==> src/rtl/serial_rx.sv <==
// rtl/serial_rx.sv - UART 8N1 receiver with input synchroniser and framing-error detection
module serial_rx #(
    parameter int CLKS_PER_BIT = 868,
    parameter int SYNC_STAGES  = 2
) (
    input  logic       clk_in,
    input  logic       rst_in,
    input  logic       data_in,
    output logic [7:0] val_out,
    output logic       valid_out,
    output logic       frame_err_out,
    output logic       busy_out
);

    localparam int CW = $clog2(CLKS_PER_BIT);
    localparam logic [CW-1:0] HALF_M1 = CW'(CLKS_PER_BIT / 2 - 1);
    localparam logic [CW-1:0] FULL_M1 = CW'(CLKS_PER_BIT - 1);
    localparam logic [CW-1:0] CNT_ONE = {{(CW-1){1'b0}}, 1'b1};

    typedef enum logic [2:0] {
        S_IDLE,
        S_START,
        S_DATA,
        S_STOP,
        S_WAIT_IDLE
    } state_t;

    logic [SYNC_STAGES-1:0] sync_q;
    logic                   rx;

    state_t      state_q, state_d;
    logic [CW-1:0] cnt_q, cnt_d;
    logic [2:0]  bit_q, bit_d;
    logic [7:0]  shift_q, shift_d;
    logic [7:0]  val_q, val_d;
    logic        valid_q, valid_d;
    logic        ferr_q, ferr_d;

    // Synchroniser chain; resets to idle-high so reset never looks like a start bit
    always_ff @(posedge clk_in) begin
        if (rst_in) begin
            sync_q <= '1;
        end else begin
            sync_q <= {sync_q[SYNC_STAGES-2:0], data_in};
        end
    end

    assign rx = sync_q[SYNC_STAGES-1];

    // State, counters, shift register and registered output strobes
    always_ff @(posedge clk_in) begin
        if (rst_in) begin
            state_q <= S_IDLE;
            cnt_q   <= '0;
            bit_q   <= '0;
            shift_q <= '0;
            val_q   <= '0;
            valid_q <= 1'b0;
            ferr_q  <= 1'b0;
        end else begin
            state_q <= state_d;
            cnt_q   <= cnt_d;
            bit_q   <= bit_d;
            shift_q <= shift_d;
            val_q   <= val_d;
            valid_q <= valid_d;
            ferr_q  <= ferr_d;
        end
    end

    // Next-state logic: mid-bit start validation, centre sampling of data and stop
    always_comb begin
        state_d = state_q;
        cnt_d   = cnt_q + CNT_ONE;
        bit_d   = bit_q;
        shift_d = shift_q;
        val_d   = val_q;
        valid_d = 1'b0;
        ferr_d  = 1'b0;
        case (state_q)
            S_IDLE: begin
                cnt_d = '0;
                bit_d = '0;
                if (!rx) begin
                    state_d = S_START;
                end
            end
            S_START: begin
                if (cnt_q == HALF_M1) begin
                    cnt_d = '0;
                    bit_d = '0;
                    state_d = rx ? S_IDLE : S_DATA;
                end
            end
            S_DATA: begin
                if (cnt_q == FULL_M1) begin
                    cnt_d   = '0;
                    shift_d = {rx, shift_q[7:1]};
                    bit_d   = bit_q + 3'd1;
                    if (bit_q == 3'd7) begin
                        bit_d   = '0;
                        state_d = S_STOP;
                    end
                end
            end
            S_STOP: begin
                if (cnt_q == FULL_M1) begin
                    cnt_d = '0;
                    if (rx) begin
                        val_d   = shift_q;
                        valid_d = 1'b1;
                        state_d = S_IDLE;
                    end else begin
                        ferr_d  = 1'b1;
                        state_d = S_WAIT_IDLE;
                    end
                end
            end
            S_WAIT_IDLE: begin
                // A held-low line (break) must not be re-read as fresh frames
                cnt_d = '0;
                if (rx) begin
                    state_d = S_IDLE;
                end
            end
            default: begin
                cnt_d   = '0;
                bit_d   = '0;
                state_d = S_IDLE;
            end
        endcase
    end

    assign val_out       = val_q;
    assign valid_out     = valid_q;
    assign frame_err_out = ferr_q;
    assign busy_out      = (state_q != S_IDLE);

endmodule

==> config.mk <==
export PLATFORM = sky130hd
export DESIGN_NAME = serial_rx
export DESIGN_NICKNAME = d
export VERILOG_FILES = /design/src/rtl/serial_rx.sv
export SDC_FILE = /design/constraint.sdc
export NUM_CORES = 1
export LEC_CHECK = 0
export ABC_CLOCK_PERIOD_IN_PS = 3000
export CAP_MARGIN = 40
export CORE_UTILIZATION = 55
export CTS_CLUSTER_DIAMETER = 30
export DETAILED_ROUTE_END_ITERATION = 16
export GPL_TIMING_DRIVEN = 0
export PLACE_DENSITY_LB_ADDON = 0.1
export SYNTH_ARGS = -nofsm -noshare
export SYNTH_HDL_FRONTEND = slang
export SYNTH_SLANG_ARGS = --single-unit
==> constraint.sdc <==
create_clock -name clk_in -period 3 [get_ports clk_in]
set_input_delay 0.6 -clock clk_in [delete_from_list [all_inputs] [get_ports clk_in]]
set_output_delay 0.6 -clock clk_in [all_outputs]
set_load 0.02 [all_outputs]
---- Word level (Yosys, flattened, before mapping) ----
Cells that the tools add are included.
operators by class
  add/subtract/negate cells ............... 2
  multiply operators ...................... 0
  div/mod/pow operators ................... 0
  order comparisons ....................... 0
  equality and inequality tests ........... 13
  shift-type cells ........................ 0
  muxes and demuxes ....................... 18
  bitwise logic cells ..................... 3
  reduce and logical (&&, ||, !) cells .... 9
operators by type and width
  cell                                             count
  two-way mux 3 bit                                10
  two-way mux 10 bit                               2
  one-hot mux 10 bit (2 select lines)              1
  one-hot mux 3 bit (5 select lines)               1
  inequality test 2 bit (second input constant)    6
  adder 10 x 1 -> 10 bit (second input constant)   1
  == test 10 bit (second input constant)           1
  == test 10 x 9 -> 1 bit (second input constant)  1
  one-hot mux 3 bit (3 select lines)               1
  == test 3 x 2 -> 1 bit (second input constant)   2
  == test 3 bit (second input constant)            2
  AND reduction 3 bit                              2
  AND reduction 6 bit                              1
  OR reduction 2 bit                               2
  adder 3 x 1 -> 3 bit (second input constant)     1
  == test 3 x 1 -> 1 bit (second input constant)   1
  logical NOT 3 bit                                1
  inverter 1 bit                                   3
  nonzero test 3 bit                               1
  OR reduction 3 bit                               1
  two-way mux 1 bit                                2
  two-way mux 2 bit                                1
  AND reduction 2 bit                              1
storage, ports and cells
  bits in registers ....................... 36
  bits in latches ......................... 0
  memory bits (writable) .................. 0
  bits in read-only memories .............. 0
  input bits .............................. 3
  output and inout bits ................... 11
  logic and storage cells ................. 53
  memories kept ........................... 0

---- Longest topological paths before layout ----
  depth in word-level cells ............... 4
  mapped depth ............................ 8
  gate-level depth less buffers ........... 7

---- Least setup slack after synthesis ----
Ideal clock, no wire load.
  path kind ............................... flip-flop to flip-flop
  start ................................... register cnt_q[2]
  end ..................................... register val_q[0], in the netlist val_out[0]
  library setup time ...................... 0.128 ns
  data arrival time ....................... 1.953 ns
  data required time ...................... 2.872 ns
  slack ................................... 0.919 ns
  stages on the path, launching flop included .. 6
  buffers on the path ..................... 0
  clock period less this slack ............ 2.081 ns
  cell sequence ........................... dfxtp_1 or4_1 or3_4 nor3_4 mux2i_1 nor2_1
between the ends
  cells in the longest elaborated chain, start to end .. 2
ends and longest elaborated chain
  item                           RTL line  source
  start: declaration             32        logic [CW-1:0] cnt_q, cnt_d;
  start signal: assignment       62        cnt_q <= cnt_d;
  == test 10 bit                 107       if (cnt_q == FULL_M1) begin
  AND reduction 3 bit (no line)  --
  end signal: assignment         65        val_q <= val_d;
  end: declaration               35        logic [7:0] val_q, val_d;
Every way passes these cells.
A chain may end at the register's enable or synchronous reset.

---- Final worst setup path ----
  start ................................... register state_q[0]
  end ..................................... output busy_out
between the ends
  cells in the longest elaborated chain, start to end .. 1
ends and longest elaborated chain
  item                      RTL line  source
  start: declaration        31        state_t state_q, state_d;
  start signal: assignment  61        state_q <= state_d;
  nonzero test 3 bit        137       assign busy_out = (state_q != S_IDLE);
  end: declaration          12        output logic busy_out
Every way passes these cells.

==> results.yml <==
status:
  status: "finished clean"
die:
  fp.dieArea_sq_um: 2950
  die_y_um: 54.3
  rows: 18
  start_util_pct: 59.7
  core_area_sq_um: 2520
  io_pins: 14
  fp.dieW_um: 54.3
routing:
  met1_length_mm: 1.32
  viasPerCell: 5.33
  antenna_left: 0
  highest_layer: "met4"
  wirelength_mm: 2.73
  routed-wl-met3_um: 76
  drt_first_pass_iters: 4
  drtIter0Drc: 22
  route.detailed.wl_per_inst_um: 12.9
  drc: 0
  wl_met2_mm: 1.30
  num_vias: 1131
grt:
  grt_overflow: 0
  grt_pass1_wl_mm: 4.63
  grt_pass1_vias: 1071
  grt_max_degree: 12
  antenna_found_initial: 0
  track_usage_pct: 22.5
flow_run:
  maxCapViolCount: 0
clock_tree:
  cts_setup_buffers: 0
  worstSkewPairLatency_ps: 340
  clkSlewWorstSetupHoldPaths_ps: 120
  cts_tree: "yes"
  cts_htree_levels: 2
  cts-root-buf: "clkbuf_4"
  cts.sinks: 36
  cts-hold-fix-buffers: 0
  cts-buffers-inserted: 5
  cts.path.max_buffers: 2
  cts_resized: 0
synth:
  synth_seq_cells: 36
  syn_area_sq_um: 1510
  yosysSeqAreaShare_pct: 47.8
  netlist_instances: 161
  yosysWarnings: 0
  postSynthAreaPerCell_sq_um: 9.36
  synth_top_area_share_pct: 47.8
  syn_nets: 168
  ys_types: 30
  synth_area_leader_cell: "dfxtp_1"
  synthTopCellsByArea: "dfxtp_1 48%, mux2i_1 12%, nor2_1 9.2%, ha_1 3.3%, xnor2_1 2.9%"
setup_path:
  crit_fanout: 10
  path_class: "reg2out"
  startpoint_type: "register"
  end_kind: "primary output"
  worstPathArrival_ps: 1750
  worstPathRequired_ps: 2400
layout:
  utilization_pct: 70.1
  drive_above_1_share_pct: 8.79
  nets: 188
  n_antenna_cell: 0
  areaGrowthSynthToFinish_pct: 17.4
placement:
  hpwl_mm: 1.89
  gp_congestion: 0.900
  portBuffers: 13
power:
  p_switching_w: 0.000175
  seq_power_share_pct: 54.4
  p_leak_nw: 0.597
  p_comb_share_pct: 2.4
  switching_share_pct: 19.7
  power_density_nw_per_um2: 499
  p_int_w: 0.000709
  peakVddDrop_mv: 0.440
  clkPwrFrac_pct: 43.2
sta:
  maxSlewHeadroom_pct: 63.5
  worstMarginPinSlew_ps: 546
  fin_crit_ps: 2350
  setup_viol: 0
  tns_ps: 0
  finalMaxSlewViolations: 0
  rsz0062_at_grt: "false"
  skew_ps: 14.8
  max_freq_ghz: 0.426
  hold_violations: 0
  finalCritPeriodShare_pct: 78.3
min_path:
  hp-class: "reg2reg"
## worst max-delay path, stage by stage (launching register included)
cell	delay, ps
dfxtp_1	330
clkbuf_1	330
or3_1	160
clkdlybuf4s50_1	590
## per-layer routing
layer | vias up | GRT usage (%)
met1 | 520 | 29.1
met2 | 17 | 33.3
met5 | - | 0
li1 | 589 | -
met3 | 5 | 6.11
met4 | 0 | 13.2
## metrics by stage
| stage | cells | worst slack (ps) | hold slack, ps | total power (W) | cell area [sq um] |
|---|---|---|---|---|---|
| 2_1_floorplan | 161 | 919 | 389 | 0.000505 | 1510 |
| 5_1_grt | 212 | 492 | 462 | 0.000913 | 1770 |
| 6_report | 212 | 651 | 417 | 0.000884 | 1770 |
| 3_5_place_dp | 204 | 731 | 393 | 0.000513 | 1670 |
| 3_3_place_gp | 204 | 757 | 391 | 0.000512 | 1670 |
| 4_1_cts | 212 | 627 | 419 | 0.000888 | 1770 |
## cell usage in the layout, fill, tap and decap left out
cell             count
a211o_1              1
a21oi_1              4
a32oi_1              2
buf_4                1
bufinv_16            1
clkbuf_1             7
clkbuf_4             5
clkbuf_8             2
clkdlybuf4s50_1     13
dfxtp_1             36
ha_1                 4
inv_1                2
mux2_2               2
mux2i_1             18
nand2_1              8
nand2b_1             2
nand3_1              7
nand3b_1             1
nand4_1              1
nand4bb_1            1
nor2_1              37
nor2b_1              2
nor3_1               4
nor3_2               1
nor3_4               1
nor4_1               3
o21ai_0              1
o22ai_1              1
or2_2                2
or3_1                1
or3_4                1
or4_1                2
xnor2_1              5
xor2_1               3
## cells in the mapped netlist, drive strengths merged
| master | count |
|---|---|
| a21oi | 4 |
| mux2 | 2 |
| nand2b | 2 |
| inv | 2 |
| nand4 | 1 |
| a32oi | 2 |
| nand3 | 7 |
| nand4bb | 1 |
| nand3b | 1 |
| nor2b | 2 |
| mux2i | 18 |
| xnor2 | 5 |
| nand2 | 8 |
| nor2 | 37 |
| ha | 4 |
| clkbuf | 7 |
| nor3 | 6 |
| dfxtp | 36 |
| buf | 1 |
| or4 | 2 |
| a211o | 1 |
| or2 | 2 |
| xor2 | 3 |
| o21ai | 1 |
| o22ai | 1 |
| nor4 | 3 |
| or3 | 2 |
## area by class of cell
cell class / count / area, sq um
clock buffer: 7 / 65.1
buffer: 8 / 33.8
timing repair buffer: 13 / 130
tap: 30 / 37.5
inverter: 2 / 7.51
sequential: 36 / 721
fill: 201 / 753
clock inverter: 1 / 30.0
multi-input combinational: 115 / 744
## flip-flops by register name, indices dropped and copies added, names as in the netlist
signal         cells
frame_err_out      1
shift_q            8
valid_out          1
cnt_q             10
val_out            8
bit_q              3
sync_q             2
state_q            3
## cell families after synthesis
kind of cell | Yosys count | share of synthesized area [%]
adders and majority gates | 4 | 3.32
DFF | 36 | 47.8
and+or+nand+nor | 74 | 24.2
muxes | 20 | 13.5
buffers and inverters | 10 | 2.74
xor gates and xnor gates | 8 | 4.65
AOI/OAI and AO/OA | 9 | 3.82
## power groups by stage
stage	clock [W]	sequential [W]	combinational, W
after floorplan	0	0.000491	0.0000140
after global placement	0	0.000492	0.0000201
after detailed placement	0	0.000492	0.0000207
after CTS	0.000386	0.000481	0.0000209
after global routing	0.000408	0.000482	0.0000235
final	0.000382	0.000481	0.0000209
## final timing paths
kind                    from          to  slack [ps]  cells after the start
setup / recovery  state_q[0]    busy_out         650                      3
hold / removal     sync_q[0]   sync_q[1]         420                      1
setup reg to reg    cnt_q[2]  val_out[6]         720                      5
hold reg to reg    sync_q[0]   sync_q[1]         420                      1
(Power assumes the default switching activity.)
